## config.mk

```make
export PLATFORM = sky130hd
export DESIGN_NAME = serial_add_ctrl
export DESIGN_NICKNAME = d
export VERILOG_FILES = /design/src/rtl/serial_add_pkg.sv /design/src/rtl/full_adder_cell.sv /design/src/rtl/serial_add_ctrl.sv
export SDC_FILE = /design/constraint.sdc
export NUM_CORES = 1
export LEC_CHECK = 0
export ABC_AREA = 0
export CORE_ASPECT_RATIO = 1.1
export CORE_MARGIN = 2
export CORE_UTILIZATION = 49
export DETAILED_ROUTE_END_ITERATION = 12
export PLACE_DENSITY = 0.84
export SLEW_MARGIN = 20
export SYNTH_ARGS = -nofsm -noshare
export SYNTH_HDL_FRONTEND = slang
export SYNTH_SLANG_ARGS = --single-unit
```

## constraint.sdc

```tcl
create_clock -name clk -period 1.6 [get_ports clk]
set_input_delay 0.32 -clock clk [delete_from_list [all_inputs] [get_ports clk]]
set_output_delay 0.32 -clock clk [all_outputs]
set_load 0.02 [all_outputs]
```

## src/rtl/serial_add_pkg.sv

```systemverilog
// Shared types and defaults for the bit-serial add/subtract controller.
package serial_add_pkg;

   localparam int DEFAULT_WIDTH = 8;

   typedef enum logic [1:0] {
      IDLE = 2'd0,
      RUN  = 2'd1,
      DONE = 2'd2
   } state_t;

endpackage

```

## src/rtl/full_adder_cell.sv

```systemverilog
// One-bit combinational full adder; the only arithmetic in the serial datapath.
module full_adder_cell (
   input  logic a,
   input  logic b,
   input  logic ci,
   output logic s,
   output logic co
);

   logic p;

   assign p  = a ^ b;
   assign s  = p ^ ci;
   assign co = (a & b) | (ci & p);

endmodule

```

## src/rtl/serial_add_ctrl.sv

```systemverilog
// Bit-serial adder/subtractor: one result bit per clock, LSB first, through a
// single full-adder cell and a one-bit carry register.
//
// state | meaning
// IDLE  | ready for a request; last result held on sum/cout/ovf
// RUN   | one operand bit pair added per edge, WIDTH edges total
// DONE  | result valid, held until the consumer takes it
module serial_add_ctrl
   import serial_add_pkg::*;
#(
   parameter int WIDTH = DEFAULT_WIDTH
) (
   input  logic             clk,
   input  logic             rst_n,
   input  logic             in_valid,
   output logic             in_ready,
   input  logic [WIDTH-1:0] op_a,
   input  logic [WIDTH-1:0] op_b,
   input  logic             cin,
   input  logic             sub,
   output logic             out_valid,
   input  logic             out_ready,
   output logic [WIDTH-1:0] sum,
   output logic             cout,
   output logic             ovf
);

   localparam int               CNT_W    = $clog2(WIDTH + 1);
   localparam logic [CNT_W-1:0] LAST_BIT = CNT_W'(WIDTH - 1);

   state_t           state;
   logic [WIDTH-1:0] a_res;
   logic [WIDTH-1:0] a_res_next;
   logic [WIDTH-1:0] b_shift;
   logic             carry;
   logic [CNT_W-1:0] bit_cnt;
   logic [WIDTH-1:0] sum_q;
   logic             cout_q;
   logic             ovf_q;
   logic             fa_s;
   logic             fa_co;

   full_adder_cell u_fa (
      .a  (a_res[0]),
      .b  (b_shift[0]),
      .ci (carry),
      .s  (fa_s),
      .co (fa_co)
   );

   // Operand A drains out of the LSB while result bits fill in from the MSB,
   // so after WIDTH shifts the same register holds the full result.
   always_comb begin
      a_res_next            = a_res >> 1;
      a_res_next[WIDTH-1]   = fa_s;
   end

   always_ff @(posedge clk or negedge rst_n) begin
      if (!rst_n) begin
         state   <= IDLE;
         a_res   <= '0;
         b_shift <= '0;
         carry   <= 1'b0;
         bit_cnt <= '0;
         sum_q   <= '0;
         cout_q  <= 1'b0;
         ovf_q   <= 1'b0;
      end else begin
         case (state)
            IDLE: begin
               if (in_valid) begin
                  a_res   <= op_a;
                  b_shift <= op_b ^ {WIDTH{sub}};
                  carry   <= sub | cin;
                  bit_cnt <= '0;
                  state   <= RUN;
               end
            end
            RUN: begin
               a_res   <= a_res_next;
               b_shift <= b_shift >> 1;
               carry   <= fa_co;
               bit_cnt <= bit_cnt + CNT_W'(1);
               if (bit_cnt == LAST_BIT) begin
                  sum_q  <= a_res_next;
                  cout_q <= fa_co;
                  ovf_q  <= carry ^ fa_co;
                  state  <= DONE;
               end
            end
            DONE: begin
               if (out_ready) begin
                  state <= IDLE;
               end
            end
            default: state <= IDLE;
         endcase
      end
   end

   assign in_ready  = (state == IDLE);
   assign out_valid = (state == DONE);
   assign sum       = sum_q;
   assign cout      = cout_q;
   assign ovf       = ovf_q;

endmodule

```

==> results.toml <==
[outcome]
status = "completed"

[logic_synthesis]
synth_warnings = 0
synth_top_area_share = 0.537
ys_seq_area_frac = 0.537
synthArstFlopShare = 1.00
synth.area.top_cells = "dfrtp_1 54%, mux2_2 7.3%, xor2_1 5.1%, a221o_1 4.6%, and3b_1 4.6%"
synth_fp_nets = 157
synth_top_area_cell = "dfrtp_1"
post_synth.cell_area_avg_um2 = 11.6
synth_flop_cell = "dfrtp_1"
synthDistinctLibCells = 27
syn_inst = 133
synth-seq-cells = 33
netlist_area_um2 = 1540
synth_enable_flop_cells = 0

[timing]
final-setup-viol-count = 0
worst_slack_ns = 0.0831
max-slew-margin-rel = 0.727
worst_pin_slew_ns = 0.409
drv_slew = 0
skew_ns = 0.0130
setup_tns_ns = 0
max_freq_ghz = 0.659
timing.final.crit_share = 0.948
hold_viol = 0
min_period_ns = 1.52

[layout]
syn2layout_area_growth_pct = 33.2
antenna_cells = 0
drive_gt1_frac = 0.197
num-fill-cells = 234
nets = 201
seq_area_um2 = 826
multi_input_area_um2 = 672
final_common_cell = "dfrtp_1"
stdcell_area_um2 = 2050
final_cell_mix = "33 x dfrtp_1, 21 x clkdlybuf4s50_1, 13 x nand2_1"

[critical_path]
crit_chain = "nand2b_2 > nor3_4 > buf_12 > mux2_2"
critPathBufInv = 1
cp_slowest_cell = "dfrtp_1"
max_stage_delay_ns = 0.43
rr_startpoint = "state[1]"
worstPathArrival_ns = 1.75
cp_top_family = "simple AND/OR/NAND/NOR gates"
setup.worst_path.class = "flop to flop"
end_kind = "flop"
required_ns = 1.83
critPathMaxFanout = 11
startpoint = "state[1]"
crit_path_start_kind = "flop"

[placed_design]
place_congestion = 0.793
place_ws_ns = -0.141
hpwl_um = 2500
port_buffers = 33
place_area_um2 = 1970

[hold_path]
hold_class = "input port to asynchronous set/reset pin"

[clock_tree]
cts_buffers = 5
clk_latency_ns = 0.34
clock-sinks = 33
h-tree-depth = 2
cts_root_buffer = "clkbuf_4"
clock_path_buffers = 2
clk_pin_slew_ns = 0.10
tritoncts = "yes"

[die]
dieArea_um2 = 3600
row_count = 21
start_util = 0.508
ioPinCount = 34
die_h_um = 62.7
core_um2 = 3020
fp.dieW_um = 57.4

[grt]
grt-ovfl-total = 0
grt_pass1_vias = 1290
grt_first_pass_wirelength_um = 5900
grt_antenna_before_repair = 0
grtUsageTotal = 0.212
grt_max_degree = 34

[drt]
wl_um = 3320
avgViaCountPerCell = 5.52
dr.pass1.iters = 4
antenna_left = 0
vias = 1171
drc = 0
drtIter0Drc = 28
wire_per_inst_um = 15.7

[power]
p_leak_nw = 0.979
p_per_area_nw_per_um2 = 1750
peakVddDrop_v = 0.000878

[job]
maxCapViolCount = 0
## kinds of logic after synthesis
logic type,count (synthesis),synth area share
AOI/OAI and AO/OA,33,0.153
adders and majority gates,2,0.0212
xor gates and xnor gates,9,0.0513
buffers and inverters,11,0.0326
DFF,33,0.537
muxes,11,0.0798
and+or+nand+nor,34,0.125
## routing by layer
layer	global-route usage	up-vias	share of wire
met3	0.0455	7	0.054
li1	-	561	-
met4	0.0872	0	0.016
met1	0.266	565	0.42
met2	0.351	38	0.51
met5	0	-	0
## area by class of cell
class,count,share of cell area
flip-flops and latches,33,0.403
inverters,3,0.00550
well taps,34,0.0208
clock buffers,7,0.0269
clock inverters,1,0.0147
repair buffers,45,0.200
multi-input cells,89,0.328
## worst paths after layout
path / to / slack, ns / depth (start not counted)
min in group clk: sum[2] / 0.51 / 1
worst min register to register: sum[2] / 0.51 / 1
worst min-delay path: bit_cnt[2] / 0.37 / 2
max in group asynchronous: bit_cnt[3] / 0.93 / 2
worst max-delay path: cout / 0.08 / 4
worst max register to register: cout / 0.08 / 4
## flip-flops by register name, indices dropped and copies added, names as in the netlist
register,cells
a_res,8
b_shift,8
bit_cnt,4
carry,1
cout,1
ovf,1
state,2
sum,8
## power breakdown
group	internal [W]	total [W]	switching, W	leakage (nW)
registers	0.00120	0.00146	0.000258	0.419
logic	0.000740	0.00146	0.000723	0.514
clock network	0.000373	0.000655	0.000282	0.0455
total	0.00231	0.00358	0.00126	0.979
## synth_stat cells (all sizes together) (2+ instances only)
cell type	number
and3b	8
inv	3
o21ai	11
nand2b	3
nand3	2
nor2	5
xor2	9
a21oi	3
mux2	10
dfrtp	33
clkbuf	6
a22oi	6
a221o	7
a22o	2
nor2b	2
nand2	13
buf	2
## what timing repair did
| action | 4_1_cts | 5_1_grt |
|---|---|---|
| endpoints found under the hold margin | 0 | 0 |
| endpoints found under the setup margin | 14 | 12 |
| buffers inserted | 0 | 1 |
| hold buffers | 0 | 0 |
| gates resized for setup | 15 | 5 |
## stage by stage
stage	hold WS, ns	utilization	cells	power, W
finish	0.368	0.677	212	0.00358
global route	0.396	0.677	212	0.00384
CTS	0.377	0.675	211	0.00357
detailed placement	0.487	0.651	203	0.00301
global placement	0.489	0.651	203	0.00291
floorplan	0.0244	-	133	0.00235
(Power assumes the default switching activity.)
